<file path="src/rtl/handshake_fixed_pkg.sv">
// rtl/handshake_fixed_pkg.sv - shared fixed-point defaults and constants
// Purpose: default operand geometry, saturation limits and the softclip
//          coefficient shared by the constant stages and the multiplier.
// Ports:   none (package).
package handshake_fixed_pkg;

  localparam int DEFAULT_DATA_WIDTH = 24;
  localparam int DEFAULT_FRAC_BITS  = 20;

  // Largest and smallest representable values for the default width.
  localparam logic [DEFAULT_DATA_WIDTH-1:0] SAT_MAX = {1'b0, {(DEFAULT_DATA_WIDTH-1){1'b1}}};
  localparam logic [DEFAULT_DATA_WIDTH-1:0] SAT_MIN = {1'b1, {(DEFAULT_DATA_WIDTH-1){1'b0}}};

  // Softclip coefficient, Q3.20, approximately -0.5887.
  localparam logic [DEFAULT_DATA_WIDTH-1:0] SOFTCLIP_COEFF = 24'hF694C2;

endpackage

</file>
<file path="src/rtl/handshake_join_2.sv">
// rtl/handshake_join_2.sv - two-input valid/ready join gated by a pipeline enable
// Purpose: a token fires only when both inputs are valid and the pipeline can
//          advance; each side is consumed only together with the other.
// Ports:   i_a_valid, i_b_valid - input token present
//          i_en                 - pipeline advance enable
//          o_fire               - both tokens consumed this cycle
//          o_a_ready, o_b_ready - per-side ready, each depends on the other valid
module handshake_join_2 (
  input  logic i_a_valid,
  input  logic i_b_valid,
  input  logic i_en,
  output logic o_fire,
  output logic o_a_ready,
  output logic o_b_ready
);

  assign o_a_ready = i_en & i_b_valid;
  assign o_b_ready = i_en & i_a_valid;
  assign o_fire    = i_en & i_a_valid & i_b_valid;

endmodule

</file>
<file path="src/rtl/handshake_mulfix_sat.sv">
// rtl/handshake_mulfix_sat.sv - elastic 3-stage signed fixed-point multiplier with saturation
// Purpose: joins lhs and rhs tokens, multiplies, rescales by FRAC_BITS (floor)
//          and saturates to DATA_WIDTH. Fixed 3-cycle latency, full throughput,
//          whole pipeline stalls when the output is held.
// Ports:   clk                            - clock
//          rst                            - asynchronous active-low reset
//          lhs, lhs_valid, lhs_ready      - data operand channel
//          rhs, rhs_valid, rhs_ready      - coefficient operand channel
//          outs, outs_valid, outs_ready   - saturated product channel
module handshake_mulfix_sat
  import handshake_fixed_pkg::*;
#(
  parameter int DATA_WIDTH = DEFAULT_DATA_WIDTH,
  parameter int FRAC_BITS  = DEFAULT_FRAC_BITS
) (
  input  logic                  clk,
  input  logic                  rst,
  input  logic [DATA_WIDTH-1:0] lhs,
  input  logic                  lhs_valid,
  output logic                  lhs_ready,
  input  logic [DATA_WIDTH-1:0] rhs,
  input  logic                  rhs_valid,
  output logic                  rhs_ready,
  output logic [DATA_WIDTH-1:0] outs,
  output logic                  outs_valid,
  input  logic                  outs_ready
);

  localparam int PW = 2 * DATA_WIDTH;
  localparam logic [DATA_WIDTH-1:0] L_SAT_MAX = {1'b0, {(DATA_WIDTH-1){1'b1}}};
  localparam logic [DATA_WIDTH-1:0] L_SAT_MIN = {1'b1, {(DATA_WIDTH-1){1'b0}}};

  logic                         w_en;
  logic                         w_fire;
  logic                         r_v0;
  logic                         r_v1;
  logic                         r_v2;
  logic signed [DATA_WIDTH-1:0] r_lhs;
  logic signed [DATA_WIDTH-1:0] r_rhs;
  logic signed [PW-1:0]         r_prod;
  logic [DATA_WIDTH-1:0]        r_out;
  logic signed [PW-1:0]         w_shifted;
  logic [DATA_WIDTH:0]          w_upper;
  logic [DATA_WIDTH-1:0]        w_sat;

  // Global stall: the only thing that can hold the pipe is a held output.
  assign w_en = outs_ready | ~r_v2;

  handshake_join_2 u_join (
    .i_a_valid (lhs_valid),
    .i_b_valid (rhs_valid),
    .i_en      (w_en),
    .o_fire    (w_fire),
    .o_a_ready (lhs_ready),
    .o_b_ready (rhs_ready)
  );

  // Arithmetic shift floors toward minus infinity; no rounding bit.
  assign w_shifted = r_prod >>> FRAC_BITS;

  // The value fits in DATA_WIDTH iff the top PW-DATA_WIDTH+1 bits are all
  // copies of the result sign bit.
  assign w_upper = w_shifted[PW-1:DATA_WIDTH-1];

  always_comb begin
    w_sat = w_shifted[DATA_WIDTH-1:0];
    if (!((&w_upper) || !(|w_upper))) begin
      w_sat = w_shifted[PW-1] ? L_SAT_MIN : L_SAT_MAX;
    end
  end

  // Data registers load on every enabled cycle; only the valid bits matter.
  always_ff @(posedge clk or negedge rst) begin
    if (!rst) begin
      r_v0   <= 1'b0;
      r_v1   <= 1'b0;
      r_v2   <= 1'b0;
      r_lhs  <= '0;
      r_rhs  <= '0;
      r_prod <= '0;
      r_out  <= '0;
    end else if (w_en) begin
      r_v0   <= w_fire;
      r_lhs  <= lhs;
      r_rhs  <= rhs;
      r_v1   <= r_v0;
      r_prod <= r_lhs * r_rhs;
      r_v2   <= r_v1;
      r_out  <= w_sat;
    end
  end

  assign outs       = r_out;
  assign outs_valid = r_v2;

endmodule

</file>
<file path="config.mk">
export PLATFORM = sky130hd
export DESIGN_NAME = handshake_mulfix_sat
export DESIGN_NICKNAME = d
export VERILOG_FILES = /design/src/rtl/handshake_fixed_pkg.sv /design/src/rtl/handshake_join_2.sv /design/src/rtl/handshake_mulfix_sat.sv
export SDC_FILE = /design/constraint.sdc
export NUM_CORES = 2
export LEC_CHECK = 0
export ABC_AREA = 0
export BUFFER_PORTS_ARGS = -buffer_cell sky130_fd_sc_hd__buf_2
export CAP_MARGIN = 10
export CORE_MARGIN = 2
export CORE_UTILIZATION = 40
export CTS_BUF_LIST = sky130_fd_sc_hd__clkbuf_8 sky130_fd_sc_hd__clkbuf_16
export DETAILED_ROUTE_END_ITERATION = 8
export PLACE_DENSITY = 0.6
export REMOVE_ABC_BUFFERS = 1
export SYNTH_ARGS = -nofsm -noshare
export SYNTH_HDL_FRONTEND = slang
export SYNTH_HIERARCHICAL = 1
export SYNTH_SLANG_ARGS = --single-unit
</file>
<file path="constraint.sdc">
create_clock -name clk -period 17.8 [get_ports clk]
set_input_delay 1.78 -clock clk [delete_from_list [all_inputs] [get_ports clk]]
set_output_delay 1.78 -clock clk [all_outputs]
set_load 0.02 [all_outputs]
</file>
; Word level (Yosys, flattened, before mapping)
; Index checks and enable logic that the tools add are counted.
; Widths: inputs -> output; s select.
[classes]
n_mux = 2
bitwise_logic = 5
n_mul = 1
n_reduce_logical = 4
[ops]
columns = op, count
row1 = $mul 24x24->48, 1
row2 = $mux 24, 2
row3 = $reduce_and 5->1, 1
row4 = $reduce_or 5->1, 1
row5 = $and 1x1->1, 3
row6 = $logic_not 1->1, 1
row7 = $logic_or 1x1->1, 1
row8 = $not 1->1, 1
row9 = $or 1x1->1, 1
[word_totals]
ff_bits = 123
in_bits = 53

; Longest topological paths before layout
[depth]
depth_word = 4
ltp_mapped = 27

; By module
; Netlist, hierarchy kept.
[modules_own_cells]
columns = module, cells_each, seq_area_each_um2, instances, area_per_inst_um2
row1 = handshake_mulfix_sat, 2659, 2577.5, 1, 24671.2
row2 = handshake_join_2, 3, 0.0, 1, 20.0

; Worst setup path after synthesis
; No wires, ideal clock.
[synth_timing]
path_kind = register to register
start = reg r_lhs[23]
end = reg r_prod[46]
path_slack_ps = 11068
period_less_slack_ps = 6732
n_path_buf = 2
arrival_time_ps = 6594
stages_incl_launch_ff = 24
path_cell_list = dfrtp_1 > clkbuf_1 > nand2_1 > inv_1 > fa_1 > fa_1 > inv_1 > fa_1 > inv_1 > fa_1 > fa_1 > fa_1 > fa_1 > ha_1 > clkbuf_1 > a21oi_1 > o21ai_0 > a21oi_1 > a31oi_1 > nor3_1 > o21bai_1 > a31oi_1 > xor2_1 > a21oi_1
[synth_via]
elab_chain_len = 1
[synth_lines]
columns = item, line_no
row1 = "start, declared", handshake_mulfix_sat.sv:38  ; logic signed [DATA_WIDTH-1:0] r_lhs;
row2 = "start signal, assigned", handshake_mulfix_sat.sv:84  ; r_lhs <= lhs;
row3 = $mul 24x24->48, handshake_mulfix_sat.sv:87  ; r_prod <= r_lhs * r_rhs;
row4 = "end signal, assigned", handshake_mulfix_sat.sv:87
row5 = "end, declared", handshake_mulfix_sat.sv:40  ; logic signed [PW-1:0] r_prod;
; Every way passes these cells.
; A chain may end at the register's enable or synchronous reset.

; Worst setup path after layout
[layout_timing]
start = reg r_rhs[23]
end = reg r_prod[40]
[layout_via]
elab_chain_len = 1
[layout_lines]
columns = item, line_no
row1 = "start, declared", handshake_mulfix_sat.sv:39  ; logic signed [DATA_WIDTH-1:0] r_rhs;
row2 = "start signal, assigned", handshake_mulfix_sat.sv:85  ; r_rhs <= rhs;
row3 = $mul 24x24->48, handshake_mulfix_sat.sv:87
; Every way passes these cells.

==> results by group <==
Critical path
  – RR Endpoint: r_prod[40]
  – Crit start category: register
  – Reg2reg setup slack: 10.20 ns
  – Crit path max fanout: 20
  – Worst Reg-to-Reg Cells: 21
  – CP arrival: 7.87 ns
  – WP data required: 18.07 ns
  – Critical path capture point type: register
  – Crit path kind: register to register
  – R2r startpoint: r_rhs[23]

Cells and area
  – Sequential Area: 2580 um^2
  – Area taken by multi-input logic gates: 19400 um^2
  – Core Util, Final: 42.7%
  – Nets: 3449
  – Commonest cells after routing, fill and taps aside: fa_1, inv_1, nand2_1, and2_1, ha_1
  – Area delta synth->final: 6.03%
  – Filler cell count: 5954
  – Layout cells sized above 1: 5.97%
  – Most common cell after layout, fill and taps aside: fa_1

Placement
  – I/O Buffers: 79
  – Routability cong.: 0.939
  – Hpwl dp: 50.2 mm

Clock network
  – CTS Sinks: 103
  – CTS tree: yes
  – H-Tree Depth: 3
  – CTS Buf Count: 9
  – Post-CTS sizing: 0
  – Root buf cell: clkbuf_16
  – CTS hold repair buffers: 0
  – Max clock buf depth: 2
  – Post-CTS Setup Bufs: 0
  – Clk_lat worst skew: 0.37 ns
  – Clock transition at the registers of the reported paths: 0.09 ns

Timing
  – Setup_tns: 0 ns
  – F_max: 131 MHz
  – Hold Violations, Final: 0
  – Slew margin rel.: 16.3%
  – Tmin final: 7.60 ns
  – Endpoints failing setup: 0
  – RSZ-0062 raised after global routing: no
  – Min Hold Slack: 0.475 ns
  – Clk_skew: 0.0154 ns
  – Worst-Margin Slew: 1.26 ns
  – Final Max Slew Viols: 0
  – Final worst-path cycle share: 42.7%

Die
  – Area of the core: 61400 um^2
  – Initial Util: 40.2%
  – Die ar.: 63700 um^2
  – Die height: 252 um
  – Horiz. Die Dim: 252 um
  – # rows: 91
  – IO Pins: 80

Synthesis
  – Mapped cell area: 24700 um^2
  – Asr flop ratio synth: 100%
  – Cells after Synth: 2662
  – Register bit total from synthesis: 103
  – Register area share after synthesis: 10.4%
  – Top_reg_cell synth: dfrtp_1
  – Post-synthesis cell type count: 58
  – Yosys warnings: 6
  – Post-synth EDFFs: 0
  – Syn avg cell area: 9.28 um^2

Routing
  – DRT iter0 DRCs: 938
  – Routed Antenna Nets: 0
  – Vias: 17673
  – Drt total wl: 67.6 mm
  – Avg Vias per Cell: 5.11
  – Wire length per cell: 19.6 um
  – Iteration count of the initial detailed-routing pass: 5
  – Remaining DRCs: 0

GRT
  – First-pass GRT wire length: 110 mm
  – Largest net degree at the start of global routing: 119
  – Global Route Usage Sum: 22.6%
  – Vias in the first global route: 20040
  – Initial antenna violation count: 0
  – Global route overflow: 0

Job
  – Max Cap Viol: 0

Hold path
  – Hold path depth: 2
  – Hold Path End: r_v0
  – Worst Hold Class: register to register
  – Hold Startpoint: r_v0

Status
  – Status: completed
worst max-delay path, cell delays in order (launching register included):
cell	delay, ns
dfrtp_1	0.71
inv_1	0.60
nor2_1	0.27
fa_1	0.46
fa_1	0.51
fa_1	0.44
fa_1	0.54
fa_1	0.45
fa_1	0.50
inv_1	0.05
fa_1	0.51
inv_1	0.06
ha_1	0.35
and4_1	0.31
nand3_1	0.10
a21oi_1	0.17
a21boi_2	0.37
o41ai_4	0.15
o21ai_1	0.37
a21boi_0	0.20
xor2_1	0.18
o21ai_0	0.18
routing by layer:
layer	GRT usage, %	vias up	wire length, um
met5	0	-	0
met2	40.2	539	35300
met4	10.3	0	3210
met1	27.7	9283	25900
met3	2.42	168	3290
li1	-	7683	-
kinds of logic (layout without fill, tap and decap cells):
kind of cell,count (synthesis),after routing,share of synthesized area [%]
buf+inv,731,734,11.1
fa+ha+maj,736,736,55.7
xor+xnor,41,41,1.45
mux,4,4,0.172
simple gates,864,864,16.4
compound gates,183,183,4.71
other cells,0,2,0
flops,103,103,10.4
flip-flops by register name, indices dropped and copies added, names as in the netlist:
signal / count
r_prod: 28
outs: 24
r_lhs: 24
r_rhs: 24
outs_valid: 1
r_v0: 1
r_v1: 1
cells in the mapped netlist, types with 4 or more instances:
| library cell | n | area share [%] |
|---|---|---|
| ha_1 | 130 | 6.6 |
| fa_1 | 606 | 49 |
| dfrtp_1 | 103 | 10 |
| inv_1 | 597 | 9.1 |
| clkbuf_1 | 128 | 1.9 |
| nand4_1 | 7 | 0.18 |
| a21o_1 | 11 | 0.33 |
| o21bai_1 | 5 | 0.15 |
| a31oi_1 | 6 | 0.15 |
| nor3_1 | 8 | 0.16 |
| nor2b_1 | 6 | 0.15 |
| nand2b_1 | 10 | 0.25 |
| buf_1 | 5 | 0.076 |
| o21ai_0 | 48 | 0.97 |
| and2_1 | 264 | 6.7 |
| xor2_1 | 18 | 0.64 |
| and3_1 | 4 | 0.10 |
| xnor2_1 | 23 | 0.82 |
| nor2_1 | 48 | 0.73 |
| a21oi_1 | 76 | 1.5 |
| nand3_1 | 9 | 0.18 |
| o21ai_1 | 7 | 0.14 |
| nand2_1 | 498 | 7.6 |
| o21a_1 | 4 | 0.12 |
worst max path at each step:
| stage | start | slack [ns] | end |
|---|---|---|---|
| 2_1_floorplan | outs_ready | 8.28 | lhs_ready |
| 3_3_place_gp | r_rhs[23] | 10.29 | r_prod[38] |
| 3_5_place_dp | r_rhs[0] | 10.23 | r_prod[46] |
| 4_1_cts | r_rhs[23] | 10.20 | r_prod[40] |
| 5_1_grt | r_rhs[0] | 9.60 | r_prod[46] |
| 6_report | r_rhs[23] | 10.20 | r_prod[40] |
through the flow:
step	cells	cell area (um^2)	setup WS, ns
global route	3455	26200	9.60
global placement	3439	25900	10.29
finish	3457	26200	10.20
detailed placement	3439	25900	10.23
CTS	3455	26200	10.20
floorplan	2529	24200	8.28
area by class of cell:
cell class                      instances  share of cell area [%]
Clock inverter                          7                   0.215
Timing Repair Buffer                  120                    2.70
Multi-Input combinational cell       1828                    74.0
Antenna cell                            2                  0.0191
Sequential cell                       103                    9.85
Tap cell                              790                    3.78
Inverter                              598                    8.57
Clock buffer                            9                   0.860
Power is not shown: default switching activity piles up to over one toggle a cycle in this logic, so the estimate is an artifact.
